--- config.mk ---
export PLATFORM = sky130hd
export DESIGN_NAME = swi_debounce
export DESIGN_NICKNAME = d
export VERILOG_FILES = /design/src/rtl/loac_pkg.sv /design/src/rtl/debounce_bit.sv /design/src/rtl/swi_debounce.sv
export SDC_FILE = /design/constraint.sdc
export NUM_CORES = 1
export LEC_CHECK = 0
export CAP_MARGIN = 30
export CELL_PAD_IN_SITES_DETAIL_PLACEMENT = 1
export CELL_PAD_IN_SITES_GLOBAL_PLACEMENT = 1
export CORE_ASPECT_RATIO = 0.6
export CORE_MARGIN = 2
export CORE_UTILIZATION = 44
export DETAILED_ROUTE_END_ITERATION = 10
export HOLD_SLACK_MARGIN = 0.06
export PLACE_DENSITY_LB_ADDON = 0.2
export SLEW_MARGIN = 20
export SYNTH_ARGS = -nofsm -noshare
export SYNTH_HDL_FRONTEND = slang
export SYNTH_HIERARCHICAL = 1
export SYNTH_SLANG_ARGS = --single-unit
export TNS_END_PERCENT = 5
--- constraint.sdc ---
create_clock -name clk_2 -period 3.65 [get_ports clk_2]
set_input_delay 0.365 -clock clk_2 [delete_from_list [all_inputs] [get_ports clk_2]]
set_output_delay 0.365 -clock clk_2 [all_outputs]
set_load 0.1 [all_outputs]
--- src/rtl/loac_pkg.sv ---
// -----------------------------------------------------------------------------
// loac_pkg
// Shared definitions for the board input-conditioning path and the display
// logic that consumes it.
//
// Contents:
//   NBITS_TOP        width of the board switch bank
//   DEBOUNCE_CYCLES  default stability window, in synchronized clk_2 cycles
//   swi_t            switch-bank vector type
//   cnt_width()      stability-counter width for a given window (minimum 1)
// -----------------------------------------------------------------------------
package loac_pkg;

    localparam int unsigned NBITS_TOP       = 8;
    localparam int unsigned DEBOUNCE_CYCLES = 4;

    typedef logic [NBITS_TOP-1:0] swi_t;

    // The counter only has to reach STABLE_CYCLES-1. A one-cycle window still
    // needs a 1-bit counter so that the vector is never zero width.
    function automatic int unsigned cnt_width(input int unsigned stable_cycles);
        return ($clog2(stable_cycles) > 0) ? $clog2(stable_cycles) : 1;
    endfunction

endpackage : loac_pkg

--- src/rtl/debounce_bit.sv ---
// -----------------------------------------------------------------------------
// debounce_bit
// Conditions one raw switch bit: a 2-FF synchronizer into the clk_2 domain,
// then a stability counter. A new level is accepted only after it has been
// seen on the synchronized input for STABLE_CYCLES consecutive cycles.
//
// Ports:
//   clk_2       in   system clock, rising edge
//   reset       in   synchronous, active-high reset
//   raw_i       in   asynchronous raw switch level
//   clean_o     out  debounced level (registered)
//   rise_o      out  one-cycle pulse when clean_o goes 0->1 (registered)
//   fall_o      out  one-cycle pulse when clean_o goes 1->0 (registered)
//   change_d_o  out  next-state of (rise_o | fall_o); lets the parent register
//                    an aggregate change flag aligned with the pulses
// -----------------------------------------------------------------------------
module debounce_bit
    import loac_pkg::*;
#(
    parameter int unsigned STABLE_CYCLES = DEBOUNCE_CYCLES,
    parameter int unsigned CNT_W         = cnt_width(STABLE_CYCLES)
) (
    input  logic clk_2,
    input  logic reset,
    input  logic raw_i,
    output logic clean_o,
    output logic rise_o,
    output logic fall_o,
    output logic change_d_o
);

    localparam logic [CNT_W-1:0] CNT_LAST = CNT_W'(STABLE_CYCLES - 1);
    localparam logic [CNT_W-1:0] CNT_ONE  = CNT_W'(1);

    // Synchronizer stages. s1_q may go metastable; only s2_q is used.
    logic s1_q;
    logic s2_q;

    logic [CNT_W-1:0] cnt_q;
    logic [CNT_W-1:0] cnt_d;
    logic             clean_q;
    logic             clean_d;
    logic             rise_q;
    logic             rise_d;
    logic             fall_q;
    logic             fall_d;

    // -------------------------------------------------------------------------
    // Next-state logic
    // -------------------------------------------------------------------------
    // NOTE: every output of a combinational block gets a default first, so no
    // path through the if/else leaves a signal unassigned and infers a latch.
    always_comb begin
        cnt_d   = '0;
        clean_d = clean_q;
        rise_d  = 1'b0;
        fall_d  = 1'b0;

        if (s2_q != clean_q) begin
            if (cnt_q == CNT_LAST) begin
                // The mismatch has now lasted the whole window: accept it.
                // cnt_d stays at its cleared default for the next event.
                clean_d = s2_q;
                rise_d  = s2_q;
                fall_d  = ~s2_q;
            end else begin
                cnt_d = cnt_q + CNT_ONE;
            end
        end
        // A matching cycle leaves cnt_d at 0: a single agreeing sample
        // discards any partial count, which is what rejects bounces.
    end

    // -------------------------------------------------------------------------
    // State registers
    // -------------------------------------------------------------------------
    // NOTE: sequential state uses non-blocking assignments so that s2_q
    // samples the previous value of s1_q, forming two real flop stages.
    always_ff @(posedge clk_2) begin
        if (reset) begin
            s1_q    <= 1'b0;
            s2_q    <= 1'b0;
            cnt_q   <= '0;
            clean_q <= 1'b0;
            rise_q  <= 1'b0;
            fall_q  <= 1'b0;
        end else begin
            s1_q    <= raw_i;
            s2_q    <= s1_q;
            cnt_q   <= cnt_d;
            clean_q <= clean_d;
            rise_q  <= rise_d;
            fall_q  <= fall_d;
        end
    end

    assign clean_o    = clean_q;
    assign rise_o     = rise_q;
    assign fall_o     = fall_q;
    assign change_d_o = rise_d | fall_d;

endmodule : debounce_bit

--- src/rtl/swi_debounce.sv ---
// -----------------------------------------------------------------------------
// swi_debounce
// Input-conditioning stage between the board switch bank and the display
// logic. Each bit is synchronized to clk_2 and debounced independently; the
// block presents clean levels plus one-cycle rise/fall pulses and a single
// any_change flag. Every output comes straight from a flop.
//
// Ports:
//   clk_2       in   system clock, rising edge
//   reset       in   synchronous, active-high reset
//   swi_raw     in   [NBITS] asynchronous raw switch levels
//   swi_clean   out  [NBITS] debounced, synchronized levels
//   rise        out  [NBITS] one-cycle pulse per bit on clean 0->1
//   fall        out  [NBITS] one-cycle pulse per bit on clean 1->0
//   any_change  out  |(rise | fall), high in the same cycle as the pulses
// -----------------------------------------------------------------------------
module swi_debounce
    import loac_pkg::*;
#(
    parameter int unsigned NBITS         = NBITS_TOP,
    parameter int unsigned STABLE_CYCLES = DEBOUNCE_CYCLES,
    parameter int unsigned CNT_W         =
        ($clog2(STABLE_CYCLES) > 0) ? $clog2(STABLE_CYCLES) : 1
) (
    input  logic             clk_2,
    input  logic             reset,
    input  logic [NBITS-1:0] swi_raw,
    output logic [NBITS-1:0] swi_clean,
    output logic [NBITS-1:0] rise,
    output logic [NBITS-1:0] fall,
    output logic             any_change
);

    logic [NBITS-1:0] change_d;
    logic             any_change_q;
    logic             any_change_d;

    for (genvar i = 0; i < NBITS; i++) begin : g_bit
        debounce_bit #(
            .STABLE_CYCLES (STABLE_CYCLES),
            .CNT_W         (CNT_W)
        ) u_bit (
            .clk_2      (clk_2),
            .reset      (reset),
            .raw_i      (swi_raw[i]),
            .clean_o    (swi_clean[i]),
            .rise_o     (rise[i]),
            .fall_o     (fall[i]),
            .change_d_o (change_d[i])
        );
    end

    // Reducing the per-bit pulse next-states (rather than the registered
    // pulses) keeps any_change on the same edge as rise/fall, while it still
    // leaves the block from a flop.
    assign any_change_d = |change_d;

    always_ff @(posedge clk_2) begin
        if (reset) begin
            any_change_q <= 1'b0;
        end else begin
            any_change_q <= any_change_d;
        end
    end

    assign any_change = any_change_q;

endmodule : swi_debounce

==> results of run 1 <==
-- cells by family after synthesis --
| family | Yosys count |
|---|---|
| adder cells (fa/ha/maj) | 16 |
| AO/OA/AOI/OAI | 9 |
| flip-flops | 57 |
| AND/OR/NAND/NOR | 74 |
| XOR/XNOR | 8 |
| multiplexers | 8 |
-- state kept, by name, indices dropped and copies added (netlist names) --
register / cells
g_bit.u_bit/s2_q: 8
g_bit.u_bit/clean_o: 8
g_bit.u_bit/fall_o: 8
g_bit.u_bit/s1_q: 8
any_change: 1
g_bit.u_bit/rise_o: 8
g_bit.u_bit/cnt_q: 16
-- power groups by stage --
stage | clock network [mW] | registers [mW] | logic (mW)
6_report | 0.519 | 0.642 | 0.0367
5_1_grt | 0.560 | 0.643 | 0.0404
4_1_cts | 0.534 | 0.642 | 0.0348
3_5_place_dp | 0 | 0.655 | 0.0348
3_3_place_gp | 0 | 0.654 | 0.0328
2_1_floorplan | 0 | 0.653 | 0.0139
-- metal layers --
| metal | routed length [um] | up-vias | GRT usage |
|---|---|---|---|
| met5 | 0 | - | 0 |
| met3 | 191 | 8 | 0.0845 |
| met1 | 1790 | 689 | 0.188 |
| met2 | 2030 | 23 | 0.288 |
| met4 | 51 | 0 | 0.0810 |
| li1 | - | 709 | - |
-- layout make-up --
| type | count | area, um^2 | share of cell area |
|---|---|---|---|
| sequential | 57 | 1140 | 0.428 |
| multi-input combinational | 115 | 918 | 0.344 |
| timing repair buffer | 35 | 355 | 0.133 |
| clock buffer | 13 | 159 | 0.0596 |
| tap | 63 | 78.8 | 0.0295 |
| clock inverter | 3 | 15.0 | 0.00563 |
-- layout by cell type (no fill, tap or decap) --
cell | Yosys | routed
sky130_fd_sc_hd__ha_1 | 16 | 16
sky130_fd_sc_hd__xnor2_1 | 8 | 8
sky130_fd_sc_hd__clkinv_2 | 0 | 3
sky130_fd_sc_hd__nor3_1 | 8 | 8
sky130_fd_sc_hd__buf_12 | 0 | 1
sky130_fd_sc_hd__clkdlybuf4s50_1 | 0 | 33
sky130_fd_sc_hd__nor4bb_1 | 8 | 8
sky130_fd_sc_hd__o21ai_0 | 8 | 8
sky130_fd_sc_hd__nor2_1 | 8 | 8
sky130_fd_sc_hd__a21oi_1 | 1 | 1
sky130_fd_sc_hd__clkbuf_1 | 0 | 2
sky130_fd_sc_hd__dfxtp_1 | 57 | 57
sky130_fd_sc_hd__mux2i_1 | 8 | 8
sky130_fd_sc_hd__nand2_1 | 8 | 8
sky130_fd_sc_hd__nor4b_2 | 8 | 8
sky130_fd_sc_hd__clkbuf_8 | 0 | 11
sky130_fd_sc_hd__buf_2 | 0 | 1
sky130_fd_sc_hd__nor2b_1 | 16 | 16
sky130_fd_sc_hd__nand3b_1 | 8 | 8
sky130_fd_sc_hd__nor4_1 | 10 | 10
-- worst paths after layout --
kind / start / end / slack (ns) / cells past startpoint
max: g_bit[5].u_bit/clean_o$_SDFFE_PP0P_ / swi_clean[5] / 1.31 / 1
min: g_bit[0].u_bit/s1_q$_SDFF_PP0_ / g_bit[0].u_bit/s2_q$_SDFF_PP0_ / 0.44 / 1
min reg2reg: g_bit[0].u_bit/s1_q$_SDFF_PP0_ / g_bit[0].u_bit/s2_q$_SDFF_PP0_ / 0.44 / 1
max reg2reg: g_bit[6].u_bit/cnt_q[0]$_SDFF_PP0_ / any_change$_SDFF_PP0_ / 2.26 / 5
-- per-stage QoR --
step | worst slack, ns | utilization | total power, mW | hold slack, ns
after floorplan | 1.94 | - | 0.667 | 0.414
after global placement | 1.71 | 0.545 | 0.687 | 0.420
after detailed placement | 1.66 | 0.545 | 0.690 | 0.430
after CTS | 1.29 | 0.583 | 1.21 | 0.444
after global routing | 1.25 | 0.587 | 1.24 | 0.455
final | 1.31 | 0.587 | 1.20 | 0.437
==> results.ini, run 1 <==
[placement]
routabilityCongestion = 0.738
instance_area_after_placement_um2 = 2470
dp_cells = 269
place_hpwl_mm = 2.83
io_buffer_count = 34

[global_route]
grt_start_max_net_pins = 58
number_of_global_route_vias_before_repair = 1450
gr-total-overflow = 0
grt_antenna_before_repair = 0
global_routing_usage_summed_across_all_routing_layers = 0.173
grt_first_pass_wirelength_mm = 6.76

[clocking]
cts_max_path_buffers = 2
ctsHoldBuffers = 0
cts_setup_buffers = 0
clock-root-buffer = sky130_fd_sc_hd__clkbuf_8
clkTransAtPathRegs_ns = 0.06
ctsHtreeMaxLevel = 3
skew_pair_late_insertion_delay_ns = 0.33
sinks_on_the_clock_net = 57
cts-buffers-inserted = 9
cells_resized_by_post_cts_repair = 0
cts_tree = yes

[synth]
async_reset_ff_frac = 0
synth-compound-area-share = 0.0219
synthXorXnorAreaFrac = 0.0340
yosys_register_bits = 57
synth.avg_cell_area_um2 = 12.0
yosysMostFrequentCell = sky130_fd_sc_hd__dfxtp_1
ys_seq_area_frac = 0.554
synthTopCellsByArea = sky130_fd_sc_hd__dfxtp_1, sky130_fd_sc_hd__ha_1, sky130_fd_sc_hd__nor4b_2
yosys.area_share.simple = 0.254
dominantRegCellSynth = sky130_fd_sc_hd__dfxtp_1
synthesis.area_um2 = 2060
dominant_combinational_cell_family_by_area_after_synthesis = simple AND/OR/NAND/NOR gates
yosys.area.top_type_share = 0.554
synthesized_area_fraction_occupied_by_adder_cells = 0.0972
synth_fp_nets = 198
synthTopCellsByCount = sky130_fd_sc_hd__dfxtp_1, sky130_fd_sc_hd__ha_1, sky130_fd_sc_hd__nor2b_1
post_synth_num_cell_types = 14
syn-instance-count = 172
synth_enable_flop_cells = 0
yosys-mux-area-fraction = 0.0389
yosysTopAreaCell = sky130_fd_sc_hd__dfxtp_1
synth.yosys.warnings = 6

[power]
total_leakage_power_nw = 0.992
peakVddDrop_uv = 269
clock_group_share_of_total_power = 0.434
p_switching_mw = 0.264
share_seq_of_total_power = 0.536
intPower_mw = 0.933
power_switching_share = 0.221
comb_power_share = 0.031
cellPowerDensity_nw_per_um2 = 449

[floorplan]
fp-row-count = 19
die-area_um2 = 5260
dieHeight_um = 57.0
floorplan.die.width_um = 92.3
io-pin-count = 35
core_area_um2 = 4540
start_util = 0.454

[critical_path]
data_arrival_time_at_the_worst_slack_endpoint_ns = 1.98
type_of_element_launching_the_critical_path = flop
crit_family = buffers and inverters
criticalPathCategory = reg -> out
crit_chain = clkdlybuf4s50_1
worst_setup_path_end_kind = output port
crit_buf_inv = 1
worst_path_max_delay_cell = sky130_fd_sc_hd__clkdlybuf4s50_1
path_max_fanout = 7
slowest_delay_ns = 1.19
required_ns = 3.28

[timing]
max_freq_mhz = 427
slew-limit-headroom = 0.345
rsz_0062_raised_after_global_routing = no
final_max_slew_viol_count = 0
final.min_clock_period_ns = 2.34
timing_worst_slew_pin_value_ns = 0.979
final.period_utilization = 0.641
max_clock_skew_ns = 0.00760
hold_violations = 0
tns_ns = 0
setup-violations-final = 0

[routing]
drt_first_pass_iters = 2
detail_route.wirelength_mm = 4.07
drt.antenna.violating_nets = 0
number_of_drc_violations_after_detailed_routing_iteration_0 = 17
post_drt_via_cell_ratio = 5.00
detail_route.wl_per_cell_um = 14.2
drc_errors = 0
num_vias = 1429

[min_path]
min_path_type = reg -> reg

[flow_run]
max_cap_viol_count = 0

[layout]
area_growth_pct = 29.5
num-nets-final = 244
post_route_cells_drive_above_1_share = 0.108
post_layout_nonfiller_instances = 286
fillCellCount = 484
finalInstanceArea_um2 = 2670
n_antenna_cell = 0

[run_status]
outcome = completed

Note: power is estimated with default switching activity, not from simulation.
==> run 2: changes to the inputs <==
--- a/config.mk
+++ b/config.mk
@@ -10,7 +10,7 @@
 export CELL_PAD_IN_SITES_GLOBAL_PLACEMENT = 1
 export CORE_ASPECT_RATIO = 0.6
 export CORE_MARGIN = 2
-export CORE_UTILIZATION = 44
+export CORE_UTILIZATION = 41
 export DETAILED_ROUTE_END_ITERATION = 10
 export HOLD_SLACK_MARGIN = 0.06
 export PLACE_DENSITY_LB_ADDON = 0.2
==> constraint.sdc (replaced) <==
create_clock -name clk_2 -period 2.4 [get_ports clk_2]
set_input_delay 0.24 -clock clk_2 [delete_from_list [all_inputs] [get_ports clk_2]]
set_output_delay 0.24 -clock clk_2 [all_outputs]
set_load 0.1 [all_outputs]
==> run 2 against run 1 <==
Non-clock buffer count grew 1. Routed wire length up 1.1%. Combinational power grew 50%. First-iteration DRC count is 140% higher. Utilization fell by 3.4 points. Worst hold slack got worse by 0.065 ns.
==> results.ini, run 2 (synthesis results as in run 1) <==
[clocking]
cts_tree = yes  ; unchanged
skew_pair_late_insertion_delay_ns = 0.32  ; was 0.33 ns
cts_max_path_buffers = 2  ; unchanged
ctsHtreeMaxLevel = 3  ; unchanged
cts-buffers-inserted = 9  ; unchanged
sinks_on_the_clock_net = 57  ; unchanged
clock-root-buffer = sky130_fd_sc_hd__clkbuf_8  ; unchanged
cts_setup_buffers = 0  ; unchanged
clkTransAtPathRegs_ns = 0.06  ; about the same
cells_resized_by_post_cts_repair = 0  ; unchanged
ctsHoldBuffers = 0  ; unchanged

[routing]
number_of_drc_violations_after_detailed_routing_iteration_0 = 41  ; was 17
post_drt_via_cell_ratio = 4.99  ; was 5.00
num_vias = 1428  ; was 1429
drc_errors = 0  ; unchanged
drt.antenna.violating_nets = 0  ; unchanged
detail_route.wirelength_mm = 4.11  ; was 4.07 mm
drt_first_pass_iters = 4  ; was 2
detail_route.wl_per_cell_um = 14.4  ; was 14.2 um

[critical_path]
required_ns = 2.58  ; was 3.28 ns
worst_setup_path_end_kind = flop  ; was output port
data_arrival_time_at_the_worst_slack_endpoint_ns = 1.59  ; was 1.98 ns
path_max_fanout = 3  ; was 7
type_of_element_launching_the_critical_path = flop  ; unchanged
criticalPathCategory = reg -> reg  ; was reg -> out

[min_path]
min_path_type = in -> reg  ; was reg -> reg

[timing]
max_clock_skew_ns = 0.00833  ; was 0.00760 ns
final_max_slew_viol_count = 0  ; unchanged
slew-limit-headroom = 0.655  ; was 0.345
rsz_0062_raised_after_global_routing = no  ; unchanged
setup-violations-final = 0  ; unchanged
timing_worst_slew_pin_value_ns = 0.517  ; was 0.979 ns
hold_violations = 0  ; unchanged
tns_ns = 0  ; unchanged
final.min_clock_period_ns = 1.41
max_freq_mhz = 707
timing.hold.ws_ns = 0.372  ; was 0.437 ns
final.period_utilization = 0.589

[power]
peakVddDrop_uv = 438  ; was 269 uV
power.total_mw = 1.82  ; was 1.20 mW
total_leakage_power_nw = 1.05  ; was 0.992 nW
cellPowerDensity_nw_per_um2 = 697  ; was 449 nW/um^2

[placement]
routabilityCongestion = 0.701  ; was 0.738
io_buffer_count = 34  ; unchanged
instance_area_after_placement_um2 = 2430  ; was 2470 um^2
place_hpwl_mm = 2.92  ; was 2.83 mm

[layout]
layout_common_cells = sky130_fd_sc_hd__dfxtp_1, sky130_fd_sc_hd__buf_4, sky130_fd_sc_hd__nor2b_1, sky130_fd_sc_hd__ha_1, sky130_fd_sc_hd__clkbuf_8  ; was sky130_fd_sc_hd__dfxtp_1, sky130_fd_sc_hd__clkdlybuf4s50_1, sky130_fd_sc_hd__nor2b_1, sky130_fd_sc_hd__ha_1, sky130_fd_sc_hd__clkbuf_8
num-nets-final = 245  ; was 244
multi_input_area_um2 = 918  ; unchanged
fillCellCount = 511  ; was 484
finalInstanceArea_um2 = 2610  ; was 2670 um^2
area_growth_pct = 26.5  ; was 29.5%
n_antenna_cell = 0  ; unchanged
post_route_cells_drive_above_1_share = 0.229  ; was 0.108
largest-register = g_bit.u_bit/cnt_q  ; unchanged
utilization_after_layout = 0.554  ; was 0.587
final_common_cell = sky130_fd_sc_hd__dfxtp_1  ; unchanged
combined_flip_flop_and_latch_cell_area_um2 = 1140  ; unchanged
largest_register_ffs = 16  ; unchanged

[floorplan]
floorplan.die.width_um = 95.5  ; was 92.3 um
io-pin-count = 35  ; unchanged
start_util = 0.438  ; was 0.454
fp-row-count = 19  ; unchanged
die-area_um2 = 5620  ; was 5260 um^2
dieHeight_um = 58.9  ; was 57.0 um
core_area_um2 = 4710  ; was 4540 um^2

[run_status]
outcome = completed  ; unchanged

[global_route]
global_routing_usage_summed_across_all_routing_layers = 0.170  ; was 0.173
grt_antenna_before_repair = 0  ; unchanged
number_of_global_route_vias_before_repair = 1452  ; was 1450
gr-total-overflow = 0  ; unchanged
grt_first_pass_wirelength_mm = 6.98  ; was 6.76 mm
grt_start_max_net_pins = 29  ; was 58

[flow_run]
max_cap_viol_count = 0  ; unchanged

-- run 2: metal layers --
metal	global-route usage	wire length, um	vias up
met4	0.0714	71	0
met3	0.0794	193	9
met5	0	0	-
met1	0.191	1840	673
li1	-	-	714
met2	0.282	2010	32
-- run 2: area by class of cell --
cell class                      instances  area share
Clock inverter                          3     0.00576
Clock buffer                           12      0.0634
Multi-Input combinational cell        115       0.352
Tap cell                               63      0.0302
Timing Repair Buffer                   36       0.110
Sequential cell                        57       0.438
-- run 2: path summary, 6_finish.rpt --
| path | startpoint | to | slack, ns | depth (start not counted) |
|---|---|---|---|---|
| min reg2reg | g_bit[1].u_bit/s1_q$_SDFF_PP0_ | g_bit[1].u_bit/s2_q$_SDFF_PP0_ | 0.44 | 1 |
| max | g_bit[6].u_bit/cnt_q[0]$_SDFF_PP0_ | any_change$_SDFF_PP0_ | 0.99 | 5 |
| max reg2reg | g_bit[6].u_bit/cnt_q[0]$_SDFF_PP0_ | any_change$_SDFF_PP0_ | 0.99 | 5 |
| min | reset | g_bit[2].u_bit/clean_o$_SDFFE_PP0P_ | 0.37 | 2 |
-- run 2: through the flow --
stage / worst slack (ns) / std cells
finish: 0.986 / 286
global route: 0.849 / 286
CTS: 0.970 / 286
detailed placement: 0.984 / 271
global placement: 1.05 / 271
floorplan: 0.688 / 172
-- run 2: critical path, cell delays in order, from the launching register on --
cell	delay (ns)
sky130_fd_sc_hd__dfxtp_1	0.33
sky130_fd_sc_hd__ha_1	0.25
sky130_fd_sc_hd__nand2_1	0.10
sky130_fd_sc_hd__o21ai_0	0.12
sky130_fd_sc_hd__nor4_1	0.37
sky130_fd_sc_hd__a21oi_1	0.10
-- run 2: power breakdown --
group,switching [mW],internal (mW)
logic,0.0255,0.0295
registers,0.0127,0.963
clock network,0.339,0.447
==> run 3: changes to the inputs <==
--- a/config.mk
+++ b/config.mk
@@ -10,7 +10,7 @@
 export CELL_PAD_IN_SITES_GLOBAL_PLACEMENT = 1
 export CORE_ASPECT_RATIO = 0.6
 export CORE_MARGIN = 2
-export CORE_UTILIZATION = 41
+export CORE_UTILIZATION = 37
 export DETAILED_ROUTE_END_ITERATION = 10
 export HOLD_SLACK_MARGIN = 0.06
 export PLACE_DENSITY_LB_ADDON = 0.2
==> constraint.sdc (replaced) <==
create_clock -name clk_2 -period 1.3 [get_ports clk_2]
set_input_delay 0.13 -clock clk_2 [delete_from_list [all_inputs] [get_ports clk_2]]
set_output_delay 0.13 -clock clk_2 [all_outputs]
set_load 0.1 [all_outputs]
==> run 3 against run 2 <==
Critical path type unchanged. Fmax up 12%. Worst setup slack worse by 0.94 ns. Sequential cell count unchanged. Clock power up 80%. Die area up 10%. Register-to-register slack worse by 0.94 ns. Utilization up 4.1 points. Largest cell class unchanged. Global-route usage down 1.0 points. Sequential share of layout area down 5.8 points. Worst hold slack worse by 0.11 ns. Count of clock-buffer cells in the layout up 1. Via count up 2.9%.
==> results.ini, run 3 (synthesis results as in run 1) <==
[timing]
max_clock_skew_ns = 0.00526  ; was 0.00833 ns
timing.hold.ws_ns = 0.262  ; was 0.372 ns
hold_violations = 0  ; unchanged
timing_worst_slew_pin_value_ns = 0.361  ; was 0.517 ns
final.min_clock_period_ns = 1.26  ; was 1.41 ns
slew-limit-headroom = 0.756  ; was 0.655
max_freq_mhz = 795  ; was 707 MHz
final.period_utilization = 0.968  ; was 0.589
final_max_slew_viol_count = 0  ; unchanged
rsz_0062_raised_after_global_routing = yes  ; was no
setup-violations-final = 0  ; unchanged

[global_route]
global_routing_usage_summed_across_all_routing_layers = 0.160  ; was 0.170
gr-total-overflow = 0  ; unchanged
grt_first_pass_wirelength_mm = 7.27  ; was 6.98 mm
number_of_global_route_vias_before_repair = 1537  ; was 1452
grt_start_max_net_pins = 58  ; was 29
grt_antenna_before_repair = 0  ; unchanged

[flow_run]
max_cap_viol_count = 0  ; unchanged

[critical_path]
required_ns = 1.49  ; was 2.58 ns
crit_family = simple AND/OR/NAND/NOR gates  ; unchanged
crit_chain = ha_4 -> nand3b_1 -> o21ai_2 -> nor4_2 -> a21oi_1  ; was ha_1 -> nand2_1 -> o21ai_0 -> nor4_1 -> a21oi_1
worst_path_max_delay_cell = sky130_fd_sc_hd__dfxtp_4  ; was sky130_fd_sc_hd__nor4_1
data_arrival_time_at_the_worst_slack_endpoint_ns = 1.45  ; was 1.59 ns
slowest_delay_ns = 0.37  ; about the same
crit_buf_inv = 0  ; unchanged
worst_setup_path_end_kind = flop  ; unchanged
type_of_element_launching_the_critical_path = flop  ; unchanged
criticalPathCategory = reg -> reg  ; unchanged
path_max_fanout = 3  ; unchanged

[placement]
io_buffer_count = 34  ; unchanged
dp_cells = 279  ; was 271
routabilityCongestion = 0.682  ; was 0.701
place_hpwl_mm = 2.98  ; was 2.92 mm
instance_area_after_placement_um2 = 2810  ; was 2430 um^2

[power]
power.total_mw = 3.32  ; was 1.82 mW
total_leakage_power_nw = 1.14  ; was 1.05 nW
cellPowerDensity_nw_per_um2 = 1070  ; was 697 nW/um^2
peakVddDrop_uv = 637  ; was 438 uV

[routing]
wl_met2_mm = 2.24  ; was 2.01 mm
drc_errors = 0  ; unchanged
detail_route.wl_per_cell_um = 14.7  ; was 14.4 um
drt-met1-wl_mm = 1.92  ; was 1.84 mm
met3RoutedLength_um = 172  ; was 193 um
post_drt_via_cell_ratio = 4.95  ; was 4.99
drt.antenna.violating_nets = 0  ; unchanged
num_vias = 1469  ; was 1428
detail_route.wirelength_mm = 4.37  ; was 4.11 mm
drt_first_pass_iters = 4  ; unchanged
number_of_drc_violations_after_detailed_routing_iteration_0 = 39  ; was 41
highest-signal-layer = met4  ; unchanged

[layout]
largest_register_ffs = 16  ; unchanged
area_growth_pct = 50.4  ; was 26.5%
largest-register = g_bit.u_bit/cnt_q  ; unchanged
final_common_cell = sky130_fd_sc_hd__dfxtp_1  ; unchanged
post_route_cells_drive_above_1_share = 0.394  ; was 0.229
n_antenna_cell = 0  ; unchanged
layout_common_cells = sky130_fd_sc_hd__dfxtp_1, sky130_fd_sc_hd__buf_12, sky130_fd_sc_hd__nor2b_1  ; was sky130_fd_sc_hd__dfxtp_1, sky130_fd_sc_hd__buf_4, sky130_fd_sc_hd__nor2b_1, sky130_fd_sc_hd__ha_1, sky130_fd_sc_hd__clkbuf_8
post_layout_nonfiller_instances = 297  ; was 286
finalInstanceArea_um2 = 3100  ; was 2610 um^2
num-nets-final = 252  ; was 245

[clocking]
clock-root-buffer = sky130_fd_sc_hd__clkbuf_8  ; unchanged
ctsHtreeMaxLevel = 3  ; unchanged
cts-buffers-inserted = 9  ; unchanged
cts_max_path_buffers = 2  ; unchanged
clkTransAtPathRegs_ns = 0.06  ; about the same
skew_pair_late_insertion_delay_ns = 0.32  ; about the same
sinks_on_the_clock_net = 57  ; unchanged
ctsHoldBuffers = 0  ; unchanged
cts_tree = yes  ; unchanged

[floorplan]
die-area_um2 = 6200  ; was 5620 um^2
io-pin-count = 35  ; unchanged
dieHeight_um = 61.8  ; was 58.9 um
start_util = 0.396  ; was 0.438
core_area_um2 = 5200  ; was 4710 um^2
fp-row-count = 20  ; was 19
floorplan.die.width_um = 100  ; was 95.5 um

[min_path]
min_path_type = in -> reg  ; unchanged

[run_status]
outcome = completed  ; unchanged

[run 3: cell types whose count changed in the layout (fill, tap and decap cells not counted), sizes merged]
cell / before / now
buf: 28 / 35
clkbuf: 12 / 13
[run 3: path summary, 6_finish.rpt]
| kind | start | endpoint | slack, ns | depth (start not counted) |
|---|---|---|---|---|
| max | g_bit[0].u_bit/cnt_q[0]$_SDFF_PP0_ | any_change$_SDFF_PP0_ | 0.04 | 5 |
| min | reset | g_bit[3].u_bit/clean_o$_SDFFE_PP0P_ | 0.26 | 3 |
| max reg2reg | g_bit[0].u_bit/cnt_q[0]$_SDFF_PP0_ | any_change$_SDFF_PP0_ | 0.04 | 5 |
| min reg2reg | g_bit[6].u_bit/cnt_q[0]$_SDFF_PP0_ | g_bit[6].u_bit/cnt_q[0]$_SDFF_PP0_ | 0.44 | 1 |
[run 3: timing repair]
item,4_1_cts,5_1_grt
setup buffers,1,1
endpoints found under the setup margin,1,1
pin swaps,5,4
gates resized for setup,22,15
[run 3: routing by layer]
metal / vias up / GRT usage
li1: 731 / -
met1: 706 / 0.173
met2: 28 / 0.287
met3: 4 / 0.0671
met4: 0 / 0.0646
met5: - / 0
[run 3: tightest hold or removal path, cell delays in order]
cell                     delay, ns
sky130_fd_sc_hd__buf_2        0.11
sky130_fd_sc_hd__buf_12       0.19
sky130_fd_sc_hd__nor2_1       0.12
[run 3: layout make-up]
type                    count  area, um^2
multi-input cells         115        1000
clock buffers              13         159
flip-flops and latches     57        1180
well taps                  66        82.6
clock inverters             3        15.0
repair buffers             43         666
fillers                   516        2110
[run 3: where the power goes]
part	switching (mW)	internal, mW	leakage (nW)
Sequential	0.0254	1.77	0.473
Combinational	0.0486	0.0580	0.572
Clock	0.631	0.786	0.0932
Total	0.705	2.61	1.14
[run 3: through the flow]
step / setup TNS (ns) / utilization / worst slack (ns)
finish: 0 / 0.595 / 0.0418
global route: -0.0774 / 0.595 / -0.0774
CTS: 0 / 0.588 / 0.00707
detailed placement: -0.129 / 0.540 / -0.129
global placement: -0.0535 / 0.540 / -0.0535
floorplan: 0 / - / 0.0101
